File: config.mk
export PLATFORM = sky130hd
export DESIGN_NAME = ahb_lite_interconnect
export DESIGN_NICKNAME = d
export VERILOG_FILES = /design/src/rtl/ahb_lite_interconnect.sv
export SDC_FILE = /design/constraint.sdc
export NUM_CORES = 1
export LEC_CHECK = 0
export ABC_CLOCK_PERIOD_IN_PS = 2500
export CAP_MARGIN = 10
export CORE_UTILIZATION = 40
export CTS_CLUSTER_DIAMETER = 40
export DETAILED_ROUTE_END_ITERATION = 6
export DONT_BUFFER_PORTS = 1
export GPL_ROUTABILITY_DRIVEN = 0
export HOLD_SLACK_MARGIN = 0.1
export PLACE_DENSITY = 0.58
export SYNTH_ARGS = -nofsm -noshare
export SYNTH_HDL_FRONTEND = slang
export SYNTH_SLANG_ARGS = --single-unit
File: constraint.sdc
create_clock -name HCLK -period 2.5 [get_ports HCLK]
set_input_delay 0.25 -clock HCLK [delete_from_list [all_inputs] [get_ports HCLK]]
set_output_delay 0.25 -clock HCLK [all_outputs]
set_load 0.01 [all_outputs]
File: src/rtl/ahb_lite_interconnect.sv
// Single-master AHB-Lite interconnect: base/mask slave decode, default ERROR slave
// for unmapped addresses, stall watchdog, and last-error address/count logging.
module ahb_lite_interconnect #(
    parameter int unsigned                NUM_SLAVES     = 3,
    parameter logic [32*NUM_SLAVES-1:0]   SLV_BASE       = {32'h1F80_0000, 32'h1FC0_0000, 32'h0000_0000},
    parameter logic [32*NUM_SLAVES-1:0]   SLV_MASK       = {32'hFFFF_0000, 32'hFFF0_0000, 32'hFFF0_0000},
    parameter int unsigned                TIMEOUT_CYCLES = 64
) (
    input  logic                         HCLK,
    input  logic                         HRESETn,
    input  logic [31:0]                  HADDR,
    input  logic [1:0]                   HTRANS,
    input  logic                         HWRITE,
    output logic [31:0]                  HRDATA,
    output logic                         HREADY,
    output logic                         HRESP,
    output logic [NUM_SLAVES-1:0]        HSEL_S,
    input  logic [32*NUM_SLAVES-1:0]     HRDATA_S,
    input  logic [NUM_SLAVES-1:0]        HREADYOUT_S,
    input  logic [NUM_SLAVES-1:0]        HRESP_S,
    output logic [31:0]                  ERR_ADDR,
    output logic [7:0]                   ERR_CNT
);

    localparam int unsigned WCW = (TIMEOUT_CYCLES > 32'd0) ? $clog2(TIMEOUT_CYCLES + 32'd1) : 1;
    localparam logic [WCW-1:0] WLIM = WCW'((TIMEOUT_CYCLES > 32'd0) ? (TIMEOUT_CYCLES - 32'd1) : 32'd0);

    typedef enum logic [1:0] {
        ST_IDLE  = 2'd0,
        ST_SLAVE = 2'd1,
        ST_ERR1  = 2'd2,
        ST_ERR2  = 2'd3
    } state_t;

    state_t                  state_q, state_d;
    logic [NUM_SLAVES-1:0]   sel_q, sel_d;   // one-hot; all-zero means no slave
    logic [31:0]             addr_q, addr_d;
    logic [WCW-1:0]          wcnt_q, wcnt_d;
    logic [31:0]             err_addr_q, err_addr_d;
    logic [7:0]              err_cnt_q, err_cnt_d;

    logic [NUM_SLAVES-1:0]   hit_s;
    logic [NUM_SLAVES-1:0]   win_s;
    logic [NUM_SLAVES-1:0]   hsel_s;
    logic [31:0]             rdata_sel_s;
    logic                    ready_sel_s;
    logic                    resp_sel_s;
    logic                    hready_s;
    logic                    hresp_s;
    logic [31:0]             hrdata_s;
    logic                    unused_s;

    // Address decode; lowest-index hit wins by isolating the lowest set bit.
    always_comb begin
        hit_s = '0;
        for (int i = 0; i < NUM_SLAVES; i++) begin
            hit_s[i] = ((HADDR & SLV_MASK[32*i +: 32]) == SLV_BASE[32*i +: 32]);
        end
        win_s  = hit_s & (~hit_s + NUM_SLAVES'(1));
        hsel_s = win_s & {NUM_SLAVES{HTRANS[1]}};
    end

    // Response mux of the slave owning the current data phase.
    always_comb begin
        rdata_sel_s = 32'h0000_0000;
        ready_sel_s = 1'b0;
        resp_sel_s  = 1'b0;
        for (int i = 0; i < NUM_SLAVES; i++) begin
            rdata_sel_s = rdata_sel_s | (HRDATA_S[32*i +: 32] & {32{sel_q[i]}});
            ready_sel_s = ready_sel_s | (HREADYOUT_S[i] & sel_q[i]);
            resp_sel_s  = resp_sel_s  | (HRESP_S[i] & sel_q[i]);
        end
    end

    // Master-side response, next-state, watchdog and error logging.
    always_comb begin
        state_d    = state_q;
        sel_d      = sel_q;
        addr_d     = addr_q;
        wcnt_d     = wcnt_q;
        err_addr_d = err_addr_q;
        err_cnt_d  = err_cnt_q;
        hready_s   = 1'b1;
        hresp_s    = 1'b0;
        hrdata_s   = 32'h0000_0000;

        case (state_q)
            ST_IDLE: begin
                hready_s = 1'b1;
                hresp_s  = 1'b0;
            end
            ST_SLAVE: begin
                hready_s = ready_sel_s;
                hresp_s  = resp_sel_s;
                hrdata_s = rdata_sel_s;
            end
            ST_ERR1: begin
                hready_s = 1'b0;
                hresp_s  = 1'b1;
            end
            ST_ERR2: begin
                hready_s = 1'b1;
                hresp_s  = 1'b1;
            end
            default: begin
                hready_s = 1'b1;
                hresp_s  = 1'b0;
            end
        endcase

        if (hready_s) begin
            sel_d  = hsel_s;
            addr_d = HADDR;
            wcnt_d = '0;
            if (!HTRANS[1]) begin
                state_d = ST_IDLE;
            end else if (|win_s) begin
                state_d = ST_SLAVE;
            end else begin
                state_d = ST_ERR1;
            end
        end else if (state_q == ST_ERR1) begin
            state_d = ST_ERR2;
        end else if ((TIMEOUT_CYCLES != 32'd0) && (wcnt_q == WLIM)) begin
            // Abandon the stalled slave; its outputs are no longer muxed.
            state_d = ST_ERR1;
            sel_d   = '0;
        end else begin
            state_d = ST_SLAVE;
            wcnt_d  = wcnt_q + WCW'(1);
        end

        if (hready_s && hresp_s) begin
            err_addr_d = addr_q;
            err_cnt_d  = (err_cnt_q == 8'hFF) ? 8'hFF : (err_cnt_q + 8'd1);
        end else begin
            err_addr_d = err_addr_q;
            err_cnt_d  = err_cnt_q;
        end
    end

    // State and logging registers.
    always_ff @(posedge HCLK or negedge HRESETn) begin
        if (!HRESETn) begin
            state_q    <= ST_IDLE;
            sel_q      <= '0;
            addr_q     <= 32'h0000_0000;
            wcnt_q     <= '0;
            err_addr_q <= 32'h0000_0000;
            err_cnt_q  <= 8'h00;
        end else begin
            state_q    <= state_d;
            sel_q      <= sel_d;
            addr_q     <= addr_d;
            wcnt_q     <= wcnt_d;
            err_addr_q <= err_addr_d;
            err_cnt_q  <= err_cnt_d;
        end
    end

    assign HSEL_S   = hsel_s;
    assign HREADY   = hready_s;
    assign HRESP    = hresp_s;
    assign HRDATA   = hrdata_s;
    assign ERR_ADDR = err_addr_q;
    assign ERR_CNT  = err_cnt_q;
    assign unused_s = HWRITE ^ HTRANS[0];

endmodule

After elaboration in Yosys (flattened, before gate mapping):

Cells that the tools add are included.

* output and inout bits: 77
* logic and storage cells: 60
* bits in registers: 84

* bitwise gates (word level): 18
* reductions and logical operators: 9
* equal/unequal tests: 9
* add/subtract/negate cells: 3
* muxes and demuxes: 15

Operator list (number)
* $and A32 B32 Y32: 3
* $or A32 B32 Y32: 2
* $logic_not A32 Y1: 1
* $mux W32: 1
* $mux W7: 3
* $eq A16 B13 Y1 const B: 1
* $eq A12 B9 Y1 const B: 1
* $mux W2: 5
* $mux W3: 3
* $add A8 B1 Y8 const B: 1
* $eq A8 B8 Y1 const B: 1
* $mux W8: 1
* $add A7 B1 Y7 const B: 1
* $eq A7 B6 Y1 const B: 1
* $and A1 B1 Y1: 6
* $and A3 B3 Y3: 2
* $pmux W1 S3: 2
* $eq A2 B2 Y1 const B: 2
* $ne A2 B2 Y1 const B: 2
* $or A1 B1 Y1: 4
* $reduce_and A2 Y1: 2
* $reduce_or A2 Y1: 2
* $add A3 B1 Y3 const B: 1
* $not A3 Y3: 1
* 5 further kinds: 5

Longest topological paths before layout:

* word-level depth: 8
* gate-level depth with buffers: 9

Least setup slack after synthesis:

Ideal clock, no wire load.

* path type: register to register
* start: reg state_q[0]
* end: reg err_addr_q[0] (netlist: ERR_ADDR[0])
* required time: 2375 ps
* cell stages (with the launch flop): 9
* path slack: 580 ps
* arrival time: 1795 ps
* buffers on the path: 2
* clock period less this slack: 1920 ps
* library setup time: 125 ps
* cell sequence: dfrtp_1 -> inv_1 -> ha_1 -> buf_2 -> a211oi_1 -> a211oi_4 -> nand2_4 -> buf_6 -> mux2_4

* longest elaborated chain between the ends: 4
* elaborated cells between the ends (all ways): 9
* those cells by class: 3 x eq/ne; 2 x mux; 4 x reduce/logical

RTL lines
* start, declared: line 35 `state_t state_q, state_d;`
* start signal, assigned: line 152 `state_q <= state_d;`
* $eq A2 B2 Y1 / $logic_not A2 Y1 (equally long branches): line 87 `case (state_q)`
* $reduce_or A2 Y1 (no source line)
* $pmux W1 S3: line 87
* $logic_and A1 B1 Y1 *: line 133 `if (hready_s && hresp_s) begin`
* end signal, assigned: line 156 `err_addr_q <= err_addr_d;`
* end, declared: line 39 `logic [31:0] err_addr_q, err_addr_d;`

Mark *: on every way between the ends. The rest lies on a longest branch, timed or not.
A chain may end at the register's enable or synchronous reset.

Worst setup path after layout:

* start: reg state_q[0]
* end: out HREADY

* longest elaborated chain between the ends: 3
* elaborated cells between the ends (all ways): 6
* those cells by class: 3 x eq/ne; 1 x mux; 2 x reduce/logical

RTL lines
* $eq A2 B2 Y1 / $logic_not A2 Y1 (equally long branches): line 87
* $reduce_or A2 Y1 (no source line)
* $pmux W1 S3 *: line 87
* end, declared: line 15 `output logic HREADY,`

Marks and branches as above.

==> results.py <==
metrics = {
    "routing": {
        "ant_nets": 0,
        "drt_iter0_markers": 308,
        "drc": 0,
        "vias": 3308,
        "routed_wl_mm": 10.7,
        "vias_per_cell": 5.78,
        "firstDrtPassIters": 7,
        "wl_per_cell_um": 18.8,
    },
    "job": {
        "drv_cap": 0,
    },
    "grt": {
        "grt_start_max_net_pins": 85,
        "grt.total_usage": 0.190,
        "grt_pass1_wl_mm": 16.5,
        "grt_pass1_vias": 3146,
        "grt_remaining_overflow": 0,
        "antenna_found_initial": 0,
    },
    "floorplan": {
        "fp-row-count": 37,
        "num_io_pins": 216,
        "core_mm2": 0.0103,
        "fp.dieArea_mm2": 0.0111,
        "start_util": 0.414,
        "die_w_um": 105,
        "fp.dieH_um": 105,
    },
    "setup_path": {
        "worstSetupPathType": "reg -> out",
        "slowest_delay_ns": 0.40,
        "critPathRequiredTime_ns": 2.25,
        "crit_path_max_fanout": 36,
        "cp_slowest_cell": "dfrtp_1",
        "cpMostUsedCell": "buf_6",
        "cp_cell_sequence": "inv_1 -> ha_1 -> nor2b_1 -> a31o_2 -> inv_2 -> buf_6 -> buf_6",
        "worstSetupStartpointType": "register",
        "cp.arrival_ns": 2.07,
        "end_kind": "primary output",
    },
    "timing": {
        "min_period_ns": 2.32,
        "hold_violations": 0,
        "setup_tns_ns": 0,
        "tightestPinTransition_ns": 0.495,
        "finClkSkew_ns": 0.00825,
        "slew_viol_final": 0,
        "slew-limit-headroom": 0.670,
        "min_period_over_period": 0.927,
        "rsz0062_at_grt": "false",
        "max_freq_ghz": 0.432,
        "finalSetupViolations": 0,
    },
    "clocking": {
        "worstSkewPairLatency_ns": 0.35,
        "cts_tree": "built",
        "cts_buffer_depth": 2,
        "cts_root_buf": "clkbuf_8",
        "clkTransAtPathRegs_ns": 0.08,
        "post_cts_buffers": 0,
        "h-tree-depth": 3,
        "clock_sinks": 84,
        "cts_buffers": 9,
    },
    "pwr": {
        "total_leakage_power_nw": 2.31,
        "p_clk_frac": 0.186,
        "power.switching_mw": 2.07,
        "switching_share": 0.375,
        "p_comb_frac": 0.377,
        "ir_drop_uv": 644,
        "p_int_mw": 3.45,
        "power_density_mw_per_mm2": 1110,
        "power_frac_seq": 0.437,
    },
    "finish": {
        "num_antenna_cells": 0,
        "drive_above_1_share": 0.154,
        "syn2layout_area_growth_pct": 16.3,
        "utilization": 0.482,
        "fillers": 939,
        "nets": 578,
    },
    "logic_synthesis": {
        "synth_fp_nets": 550,
        "yosys.cell_count.top_type": "nand2_1",
        "syn-instance-count": 404,
        "syn_area_per_cell_um2": 10.6,
        "synth_edf_count": 0,
        "yosys_warnings": 0,
        "synth_seq_cells": 84,
        "yosys-top-cells-count": "nand2_1 (100), dfrtp_1 (84), nor2b_1 (35)",
        "ys_seq_area_frac": 0.492,
        "yosysTopAreaCell": "dfrtp_1",
        "synth_cell_type_count": 39,
        "async_reset_ff_frac": 1.00,
        "ys_top_cells_by_area": "dfrtp_1 (49%), mux2_4 (11%), nand2_1 (8.8%), a222oi_1 (7.5%), nor2b_1 (5.1%)",
        "yosys_most_used_dff": "dfrtp_1",
        "synth_top_area_frac": 0.492,
        "syn_area_mm2": 0.00428,
    },
    "run_status": {
        "outcome": "complete, no violations",
    },
    "place": {
        "io_buffers": 0,
        "dpl.hpwl_mm": 7.41,
    },
    "min_path": {
        "hold_path_class": "in -> reg",
    },
}
[path summary, 6_finish.rpt]
kind / cells after the start / to / slack (ns) / from
min in group asynchronous: 2 / addr_q[29] / 0.45 / HRESETn
max: 7 / HREADY / 0.18 / state_q[0]
min reg2reg: 2 / addr_q[19] / 0.48 / addr_q[19]
max reg2reg: 7 / ERR_ADDR[24] / 0.27 / state_q[0]
max in group asynchronous: 2 / ERR_CNT[4] / 1.70 / HRESETn
min: 2 / addr_q[22] / 0.11 / HADDR[22]
[metrics by stage]
| step | setup WS, ns | area (um^2) | cells | hold WS (ns) | total power, mW |
|---|---|---|---|---|---|
| floorplan | 0.580 | 4280 | 404 | -0.0456 | 3.98 |
| global placement | 0.326 | 4400 | 523 | -0.0441 | 4.35 |
| detailed placement | 0.245 | 4400 | 523 | -0.0443 | 4.43 |
| CTS | 0.0150 | 4970 | 572 | 0.109 | 5.55 |
| global route | 0.0516 | 4970 | 572 | 0.124 | 5.94 |
| finish | 0.183 | 4970 | 572 | 0.105 | 5.52 |
[worst max-delay path: cells and delay by family (launching register included)]
kind                       cells  cell delay, ns
AOI/OAI and AO/OA              1            0.22
and+or+nand+nor                1            0.13
adders and majority gates      1            0.29
DFF                            1            0.40
buffers and inverters          4            0.66
[kinds of logic (layout without fill, tap and decap cells)]
logic type	after synthesis	after routing	share of synthesized area
AND/OR/NAND/NOR	166	166	0.183
AO/OA/AOI/OAI	76	76	0.147
multiplexers	34	34	0.116
adder cells (fa/ha/maj)	7	7	0.0205
flip-flops	84	84	0.492
buffers and inverters	37	69	0.0421
[power groups by stage]
| stage | logic (mW) | registers [mW] | clock network [mW] |
|---|---|---|---|
| after global placement | 1.92 | 2.43 | 0 |
| after detailed placement | 1.98 | 2.44 | 0 |
| final | 2.08 | 2.42 | 1.03 |
| after global routing | 2.34 | 2.49 | 1.11 |
| after CTS | 2.07 | 2.42 | 1.06 |
| after floorplan | 1.67 | 2.32 | 0 |
[sequential cells by signal, indices dropped and copies added (netlist names)]
name,cells
ERR_ADDR,32
ERR_CNT,8
addr_q,32
sel_q,3
state_q,2
wcnt_q,7
[metal layers]
metal / vias up / GRT usage / wire length (um) / share of wire
li1: 1519 / - / - / -
met1: 1621 / 0.228 / 4300 / 0.40
met2: 157 / 0.327 / 5450 / 0.51
met3: 11 / 0.0557 / 875 / 0.081
met4: 0 / 0.0634 / 119 / 0.011
met5: - / 0 / 0 / 0
[area by class of cell]
cell class	count	area (um^2)	area share
Clock buffer	10	128	0.0257
Clock inverter	5	77.6	0.0156
Inverter	7	26.3	0.00528
Multi-Input combinational cell	283	1990	0.401
Sequential cell	84	2100	0.423
Tap cell	136	170	0.0342
Timing Repair Buffer	47	475	0.0956
[repair_timing]
action	4_1_cts	5_1_grt
endpoints found under the hold margin	117	0
setup endpoints to repair	0	1
hold buffers	34	0
resized for setup	0	2
[placed cells by master, fill, tap and decap left out, drive strengths merged, types with 3 or more instances in the layout]
| cell type | netlist | routed |
|---|---|---|
| a31oi | 8 | 8 |
| dlygate4sd3 | 0 | 33 |
| mux2 | 34 | 34 |
| inv | 7 | 7 |
| a21oi | 8 | 8 |
| nand3 | 3 | 3 |
| a211oi | 3 | 3 |
| nand2 | 101 | 101 |
| buf | 16 | 14 |
| and3 | 9 | 9 |
| nor3 | 4 | 4 |
| clkbuf | 14 | 10 |
| a32o | 3 | 3 |
| o21ai | 9 | 9 |
| ha | 7 | 7 |
| a222oi | 32 | 32 |
| dfrtp | 84 | 84 |
| nor2b | 35 | 35 |
| nor2 | 4 | 4 |
| or4 | 3 | 3 |
| a41oi | 3 | 3 |
Note: power is estimated with default switching activity, not from simulation.
